===== config.mk =====
export PLATFORM = sky130hd
export DESIGN_NAME = tdm_rx
export DESIGN_NICKNAME = d
export VERILOG_FILES = /design/src/rtl/tdm_rx.sv
export SDC_FILE = /design/constraint.sdc
export NUM_CORES = 1
export LEC_CHECK = 0
export ABC_CLOCK_PERIOD_IN_PS = 2100
export CELL_PAD_IN_SITES_DETAIL_PLACEMENT = 1
export CELL_PAD_IN_SITES_GLOBAL_PLACEMENT = 1
export CORE_ASPECT_RATIO = 0.7
export CORE_MARGIN = 1.5
export CORE_UTILIZATION = 40
export DETAILED_ROUTE_END_ITERATION = 7
export PLACE_DENSITY_LB_ADDON = 0.1
export SYNTH_ARGS = -nofsm -noshare
export SYNTH_HDL_FRONTEND = slang
export SYNTH_SLANG_ARGS = --single-unit

===== constraint.sdc =====
create_clock -name bclk -period 2.1 [get_ports bclk]
set_clock_uncertainty 0.05 [all_clocks]
set_input_delay 0.315 -clock bclk [delete_from_list [all_inputs] [get_ports bclk]]
set_output_delay 0.315 -clock bclk [all_outputs]
set_load 0.01 [all_outputs]

===== src/rtl/tdm_rx.sv =====
// tdm_rx: TDM serial receiver that deserialises SLOT_WIDTH-bit MSB-first slots after a 1-bit-delayed frame sync
//   bclk       : bit clock, all logic on its rising edge
//   rst_n      : synchronous active-low reset
//   wclk       : frame sync, rising edge marks a frame start
//   tdm_in     : serial TDM data
//   data_out   : last completed slot word
//   slot_idx   : slot number of data_out
//   data_valid : one-cycle pulse qualifying data_out/slot_idx
//   frame_err  : one-cycle pulse on a frame sync at an unexpected position
//   locked     : high while syncs arrive exactly FRAME_BITS apart
module tdm_rx #(
  parameter int SLOT_WIDTH = 32,
  parameter int NUM_SLOTS  = 8
) (
  input  logic                         bclk,
  input  logic                         rst_n,
  input  logic                         wclk,
  input  logic                         tdm_in,
  output logic [SLOT_WIDTH-1:0]        data_out,
  output logic [$clog2(NUM_SLOTS)-1:0] slot_idx,
  output logic                         data_valid,
  output logic                         frame_err,
  output logic                         locked
);
  localparam int FRAME_BITS = SLOT_WIDTH * NUM_SLOTS;
  localparam int IW = $clog2(NUM_SLOTS);
  localparam int BW = $clog2(SLOT_WIDTH);
  localparam int CW = $clog2(FRAME_BITS + 2);
  typedef enum logic [1:0] {IDLE, RECV, WAIT} state_t;
  state_t state, state_nx;
  logic wclk_q, f, lsb, last, sync_ok, err_nx;
  logic [CW-1:0] cnt;
  logic [BW-1:0] bit_cnt;
  logic [IW-1:0] slot;
  logic [SLOT_WIDTH-1:0] sh;
  // cnt holds the number of edges since the last sync as seen on the current edge
  always_comb begin
    f = wclk & ~wclk_q;
    lsb = (state == RECV) && (bit_cnt == BW'(SLOT_WIDTH - 1));
    last = lsb && (slot == IW'(NUM_SLOTS - 1));
    sync_ok = cnt == CW'(FRAME_BITS);
    err_nx = f && (state != IDLE) && !sync_ok;
    state_nx = f ? RECV : last ? WAIT : state;
  end
  always_ff @(posedge bclk) begin
    if (!rst_n) begin
      state <= IDLE;
    end else begin
      state <= state_nx;
    end
  end
  // A slot finishing on the same edge as a sync is still delivered before the restart
  always_ff @(posedge bclk) begin
    if (!rst_n) begin
      wclk_q     <= 1'b1;
      cnt        <= '0;
      bit_cnt    <= '0;
      slot       <= '0;
      sh         <= '0;
      data_out   <= '0;
      slot_idx   <= '0;
      data_valid <= 1'b0;
      frame_err  <= 1'b0;
      locked     <= 1'b0;
    end else begin
      wclk_q     <= wclk;
      cnt        <= f ? CW'(1) : (cnt == CW'(FRAME_BITS + 1)) ? cnt : cnt + 1'b1;
      sh         <= {sh[SLOT_WIDTH-2:0], tdm_in};
      bit_cnt    <= f ? '0 : (state == RECV) ? (lsb ? '0 : bit_cnt + 1'b1) : bit_cnt;
      slot       <= f ? '0 : lsb ? slot + 1'b1 : slot;
      data_valid <= lsb;
      frame_err  <= err_nx;
      locked     <= f ? (sync_ok && state != IDLE) : locked;
      if (lsb) begin
        data_out <= {sh[SLOT_WIDTH-2:0], tdm_in};
        slot_idx <= slot;
      end
    end
  end
endmodule


After elaboration in Yosys (flattened, before gate mapping)
Cells that the tools add are included.
W data, S select, Z words.
{"block": "word_totals", "wordCells": 39, "reg_bits": 89, "input_bits": 4, "output_inout_bits": 38}
{"block": "op_classes", "n_eq_ne": 6, "n_mux": 5, "n_reduce_logical": 9, "bitwise_logic": 3, "add_sub_neg": 3}
{"cell": "$eq A9 B9 Y1 const B", "n": 2}
{"cell": "$add A9 B1 Y9 const B", "n": 1}
{"cell": "$add A5 B1 Y5 const B", "n": 1}
{"cell": "$eq A5 B5 Y1 const B", "n": 1}
{"cell": "$logic_and A1 B1 Y1", "n": 5}
{"cell": "$mux W5", "n": 1}
{"cell": "$mux W1", "n": 4}
{"cell": "$reduce_bool A2 Y1", "n": 2}
{"cell": "$add A3 B1 Y3 const B", "n": 1}
{"cell": "$eq A3 B3 Y1 const B", "n": 1}
{"cell": "$eq A2 B1 Y1 const B", "n": 1}
{"cell": "$ne A2 B2 Y1 const B", "n": 1}
{"cell": "$not A1 Y1", "n": 2}
{"cell": "$reduce_or A2 Y1", "n": 1}
{"cell": "$and A1 B1 Y1", "n": 1}
{"cell": "$logic_not A1 Y1", "n": 1}

Logic depth before layout (Yosys ltp)
Gate-level depths: netlist of the first run.
{"block": "depth", "word_depth": 5, "depth_mapped": 8, "mapped_depth_nobuf": 6}

Worst setup path before layout of the first run
OpenSTA, ideal clock, no wires.
{"block": "synth_path", "path_type": "reg-to-reg", "from": "register bit_cnt[0]", "to": "register data_out[11]", "arrival_time_ns": 1.699, "path_slack_ns": 0.276, "setup_time_ns": 0.076, "path_stages_with_launch": 9, "path_buffers": 2, "period_less_slack_ns": 1.824, "required_ns": 1.974, "path_cell_list": "dfxtp_1 ha_1 and3_1 ha_1 nand3b_1 buf_2 buf_1 nand2_1 a21boi_0"}
{"block": "synth_via", "elab_chain_cells": 2}
{"element": "start: declaration", "line_no": "33", "source": "logic [BW-1:0] bit_cnt;"}
{"element": "start signal: assignment", "line_no": "69", "source": "bit_cnt <= f ? '0 : (state == RECV) ? (lsb ? '0 : bit_cnt + 1'b1) : bit_cnt;"}
{"element": "$eq A5 B5 Y1", "line_no": "39", "source": "lsb = (state == RECV) && (bit_cnt == BW'(SLOT_WIDTH - 1));"}
{"element": "$logic_and A1 B1 Y1", "line_no": "39"}
{"element": "end signal: assignment", "line_no": "75", "source": "data_out <= {sh[SLOT_WIDTH-2:0], tdm_in};"}
{"element": "end: declaration", "line_no": "19", "source": "output logic [SLOT_WIDTH-1:0] data_out,"}
Every way passes these cells.
A chain may end at the register's enable or synchronous reset.

Worst setup path in the final report of the first run
{"block": "layout_path", "from": "register bit_cnt[0]", "to": "register slot[0]"}
{"block": "layout_via", "elab_chain_cells": 2}
{"element": "$eq A5 B5 Y1", "line_no": "39"}
{"element": "$logic_and A1 B1 Y1", "line_no": "39"}
{"element": "end signal: assignment", "line_no": "70", "source": "slot <= f ? '0 : lsb ? slot + 1'b1 : slot;"}
{"element": "end: declaration", "line_no": "34", "source": "logic [IW-1:0] slot;"}
Every way passes these cells.

==> out/metrics.csv, run 1 <==
metric,value,unit
outcome,"finished, final reports clean",
Post-Synthesis Cells,334,
Syn. warnings,0,
maximum clock rate,510.5,MHz
Post-synth EDFFs,0,
"Cell Area, Placed",0.003664,mm²
synthesized area,0.003154,mm²
hold slack,310.1,ps
WL/cell,14.06,µm
Hold Buf Count CTS,0,
fill count,856,
hpwl dp,4374,µm
Worst Setup End Kind,flip-flop,
Buffers on Ports,41,
final WL,6678,µm
Final Util,52.25,%
CTS buffer count,9,
Fin Setup TNS,0,ps
Yosys top cell by area,dfxtp_1,
Lkg Pwr,1.378,nW
CP arrival,2140,ps
Post-CTS Repair Setup Buffers,0,
die area,0.008436,mm²
final setup fails,0,
average size of a mapped cell,9.444,µm²
worst skew pair latency,360,ps
TritonCTS clock tree,done,
CTS max path bufs,2,
post-CTS resize count,0,
post-route DRC violation count,0,
Tmin final,1959,ps
crit path kind,flip-flop to flip-flop,
Initial Utilization,42.34,%
post-synthesis sequential area ratio,56.49,%
DRT Pass-1 Iters,4,
first-pass GRT wire length,11500,µm
DRT iter0 DRCs,80,
I/O pins,42,
Final period util,93.27,%
maximum number of pins on one net before global-route repair,41,
cell area after layout,0.003892,mm²
top post-synthesis cells by area,"dfxtp_1 (56%), nand2_1 (9.8%), a21boi_0 (8.6%)",
Non-Filler Instances,475,
gpl congestion,0.7080,
share of layout cells above drive strength 1,7.692,%
Core Rows,26,
vias per cell,4.888,
Routed Antenna Nets,0,
Synth top area share,56.49,%
# diodes,0,
Max Slew Vio Count,0,
most instantiated library cell after synthesis,dfxtp_1,
library cells used by synthesis,35,
Startpoint Class,flip-flop,
placeable core area,0.007450,mm²
Slew HR,72.42,%
Congestion Overflow GR,0,
Total GRT Usage,18.01,%
htree depth,3,
Critical Path RT,2290,ps
NumNets Final,383,
ys flop type,dfxtp_1,
worst-margin pin slew,413.8,ps
Worst Hold Class,primary input to flip-flop,
Cell Pwr Density,796.0,mW/mm²
"Net Count, Synth",345,
Die H,77.30,µm
MaxCap Viol Count,0,
Synth top cells by count,"dfxtp_1 (89), nand2_1 (82), a21boi_0 (36)",
Die W,109.1,µm
number of global-route vias before repair,2332,
Synth Register Bits,89,
Fin. Hold Viols,0,
number of instances in the placed design,459,
fraction of registers with async set/reset,0,%
unrepaired setup endpoints after global routing,false,
initial antenna violation count,0,
Clock Tree Root,clkbuf_8,
"CTS clk-pin slew, worst paths",80,ps
CTS Sinks,89,
crit-path max FO,40,
synth-to-layout area growth,23.40,%
VDD IR-drop max,0.0003691,V
via count,2322,
## layout by cell type (no fill, tap or decap), drive strengths merged, types with 2 or more instances in the layout
cell type,synthesis,final
dfxtp,89,89
nand2,83,83
clkdlybuf4s50,0,40
a21boi,36,36
and2,32,32
a21oi,14,14
clkbuf,13,11
o21ai,8,8
nor2,7,7
ha,7,7
buf,7,7
nand2b,4,4
or3,4,4
nand3,4,4
or4,4,4
inv,3,3
or3b,2,2
o31ai,2,2
xor2,2,2
or4bb,2,2
clkinv,0,2
bufinv,0,2
## power breakdown
part | leakage, nW | total, mW | switching, mW | internal, mW
Clock | 0.115 | 1.32 | 0.591 | 0.731
Combinational | 0.545 | 0.0694 | 0.0407 | 0.0287
Sequential | 0.718 | 1.71 | 0.0105 | 1.70
## metrics by stage
step,power (mW),worst slack (ps)
final,3.098,141.3
after global placement,1.816,206.2
after global routing,3.212,10.31
after floorplan,1.798,275.6
after detailed placement,1.819,165.2
after CTS,3.142,131.6
## flip-flops by register name (all words and copies together) (netlist names)
signal      count
sh             31
bit_cnt         5
state           2
data_valid      1
cnt             9
slot            3
slot_idx        3
wclk_q          1
frame_err       1
locked          1
data_out       32
## worst max-delay path: stages (launching register included)
cell and delay, ps:
dfxtp_1 400, ha_1 200, and3_1 160, ha_1 300, and3b_1 250, buf_12 210
xnor2_1 170, nor2_1 70
## final cells by class
cell class	count	area, µm²	share of cell area (%)
clock buffer	11	151.4	3.889
clock inverter	5	77.57	1.993
inverter	3	11.26	0.2893
multi-input combinational	222	1272	32.69
sequential	89	1782	45.77
tap	98	122.6	3.150
timing repair buffer	47	475.5	12.21
## final timing paths
check                           startpoint           end  slack, ps  cells past startpoint
worst min-delay path                 rst_n        wclk_q        310                      2
worst max register to register  bit_cnt[0]       slot[0]        140                      7
worst max-delay path            bit_cnt[0]       slot[0]        140                      7
worst min register to register      sh[30]  data_out[31]        400                      2
## cells by family (layout without fill, tap and decap cells)
family | after synthesis | in the layout | share of synthesized area, %
AND/OR/NAND/NOR | 148 | 148 | 23.09
flip-flops | 89 | 89 | 56.49
AO/OA/AOI/OAI | 64 | 64 | 13.65
buffers and inverters | 23 | 66 | 3.173
adder cells (fa/ha/maj) | 7 | 7 | 2.777
XOR/XNOR | 3 | 3 | 0.8332
## routing by layer
metal	track usage, %	vias to the layer above	wire length, µm
met5	0	-	0
met4	6.711	0	80
met3	6.122	8	274
met2	26.88	36	2978
met1	23.91	1109	3343
li1	-	1169	-
No activity file was read; power rests on OpenSTA's default activity.
==> inputs of run 2 (changes only) <==
--- a/config.mk
+++ b/config.mk
@@ -10,7 +10,7 @@
 export CELL_PAD_IN_SITES_GLOBAL_PLACEMENT = 1
 export CORE_ASPECT_RATIO = 0.7
 export CORE_MARGIN = 1.5
-export CORE_UTILIZATION = 40
+export CORE_UTILIZATION = 41
 export DETAILED_ROUTE_END_ITERATION = 7
 export PLACE_DENSITY_LB_ADDON = 0.1
 export SYNTH_ARGS = -nofsm -noshare
==> run 2 against run 1 <==
Effect of this change:
- hold slack gained 16 ps
- final cell count is the same
- critical path depth decreased by 2
- flip-flop and latch count is the same
- setup slack improved by 31 ps
- clock-buffer cell count is 1 lower
- core utilization down 0.20 points
- final area is 1.3% lower
- largest power group unchanged
==> out/metrics.csv, run 2 (synthesized netlist as in run 1, its figures left out) <==
metric,value,unit,change
Reg2Reg Launch Point,bit_cnt[0],,
Critical Path RT,2320,ps,+30 ps
worst-margin pin slew,454.9,ps,+41.14 ps
combinational share of power,2.4,%,+0.2 points
most frequent cells in the layout,"dfxtp_1 (89), nand2_1 (82), clkdlybuf4s50_1 (40)",,
# diodes,0,,unchanged
number of global-route vias before repair,2266,,-2.8%
share of layout cells above drive strength 1,7.692,%,unchanged
"commonest non-fill, non-tap cell in the layout",dfxtp_1,,
first-pass GRT wire length,10770,µm,-6.3%
Buffers on Ports,41,,unchanged
Sw Ratio,22.18,%,+1.5 points
NumNets Final,383,,unchanged
Final period util,91.78,%,-1.5 points
maximum clock rate,518.9,MHz,+1.6%
synth-to-layout area growth,21.86,%,
Initial Utilization,42.71,%,+0.37 points
outcome,"finished, final reports clean",,
htree depth,3,,unchanged
gpl congestion,0.7348,,+3.8%
TritonCTS clock tree,done,,
hold slack,326.4,ps,+16.33 ps
final WL,6350,µm,-4.9%
Worst Hold Class,primary input to flip-flop,,
WL/cell,13.37,µm,-4.9%
critical hold path startpoint,rst_n,,
Non-Filler Instances,475,,unchanged
number of instances in the placed design,459,,unchanged
Biggest register,data_out,,
Int Power,2.280,mW,-7.2%
Lkg Pwr,1.346,nW,-2.3%
Slew HR,69.67,%,-2.7 points
MaxCap Viol Count,0,,unchanged
Die W,107.8,µm,-1.2%
DRT Pass-1 Iters,4,,unchanged
"CTS clk-pin slew, worst paths",90,ps,about the same
final setup fails,0,,unchanged
R2R Path End,bit_cnt[2],,
die area,0.008237,mm²,-2.4%
Congestion Overflow GR,0,,unchanged
Routed Antenna Nets,0,,unchanged
CTS Sinks,89,,unchanged
Fin Setup TNS,0,ps,unchanged
VDD IR-drop max,0.0003713,V,+0.61%
Die H,76.39,µm,-1.2%
crit-path max FO,9,,-78%
CTS max path bufs,2,,unchanged
placeable core area,0.007385,mm²,-0.87%
r2r setup slk,170,ps,+30 ps
Tmin final,1927,ps,-31.39 ps
Worst Setup End Kind,flip-flop,,
Worst Hold Depth,2,,unchanged
CP arrival,2140,ps,about the same
DRT iter0 DRCs,91,,+14%
part of the power in registers,58.3,%,+3.2 points
largest registers,"data_out: 32 flops, sh: 31 flops, cnt: 9 flops",,
CTS buffer count,9,,unchanged
via count,2297,,-1.1%
Cell Pwr Density,762.4,mW/mm²,-4.2%
Largest register FFs,32,,unchanged
hpwl dp,4119,µm,-5.8%
Clk pwr share,39.4,%,-3.3 points
Startpoint Class,flip-flop,,
Worst Hold End,wclk_q,,
maximum number of pins on one net before global-route repair,31,,-24%
R2R cell count,5,,-2
crit path kind,flip-flop to flip-flop,,
switching power,649.8,µW,+1.2%
post-route DRC violation count,0,,unchanged
Fin. Hold Viols,0,,unchanged
Clock Tree Root,clkbuf_8,,
vias per cell,4.836,,-1.1%
Final Util,52.05,%,-0.20 points
Total GRT Usage,16.84,%,-1.2 points
Max Slew Vio Count,0,,unchanged
I/O pins,42,,unchanged
worst skew pair latency,340,ps,-20 ps
initial antenna violation count,0,,unchanged
Core Rows,26,,unchanged
==> run 2: through the flow <==
stage / setup slack, ps / cell area [µm²] / power (mW)
3_5_place_dp: 158.4 / 3638 / 1.818
6_report: 172.7 / 3844 / 2.930
2_1_floorplan: 275.6 / 3154 / 1.798
4_1_cts: 90.36 / 3834 / 2.964
3_3_place_gp: 214.4 / 3638 / 1.816
5_1_grt: -18.50 / 3844 / 3.060
==> run 2: how the worst max path moves through the flow <==
stage	to	slack (ps)	start	cells after the start
after floorplan	data_out[11]	280	bit_cnt[0]	8
after global placement	bit_cnt[2]	210	bit_cnt[0]	5
after detailed placement	slot_idx[2]	160	bit_cnt[0]	7
after CTS	slot_idx[2]	90	bit_cnt[0]	7
after global routing	data_out[29]	-20	bit_cnt[0]	7
final	bit_cnt[2]	170	bit_cnt[0]	5
==> run 2: repair_timing <==
item | in CTS | in global routing
hold buffers | 0 | 0
hold endpoints to repair | 0 | 0
endpoints found under the setup margin | 0 | 31
gates resized for setup | 0 | 3
setup buffers | 0 | 0
==> run 2: metal layers <==
layer	vias to the layer above	routed length, µm	share of wire (%)	global-route usage (%)
met5	-	0	0	0
met4	0	53	0.83	5.526
met3	4	247	3.9	5.817
met2	33	2731	43	25.61
met1	1089	3317	52	22.41
li1	1171	-	-	-
==> run 2: area by class of cell <==
| cell class | instances | area, µm² |
|---|---|---|
| clock buffer | 10 | 127.6 |
| clock inverter | 6 | 67.56 |
| fill | 857 | 3541 |
| inverter | 3 | 11.26 |
| multi-input combinational | 222 | 1275 |
| sequential | 89 | 1782 |
| tap | 98 | 122.6 |
| timing repair buffer | 47 | 457.9 |
==> run 2: worst max-delay path: stages (launching register included) <==
cell and delay (ps):
dfxtp_1 360, ha_1 230, and3_1 200, ha_2 230
or4b_2 640, a21oi_1 140
==> run 2: power groups by stage <==
stage	Combinational (mW)	Sequential, mW	Clock [mW]
detailed placement	0.0702	1.75	0
global placement	0.0687	1.75	0
finish	0.0693	1.71	1.15
floorplan	0.0536	1.74	0
global route	0.0796	1.71	1.27
CTS	0.0709	1.71	1.19
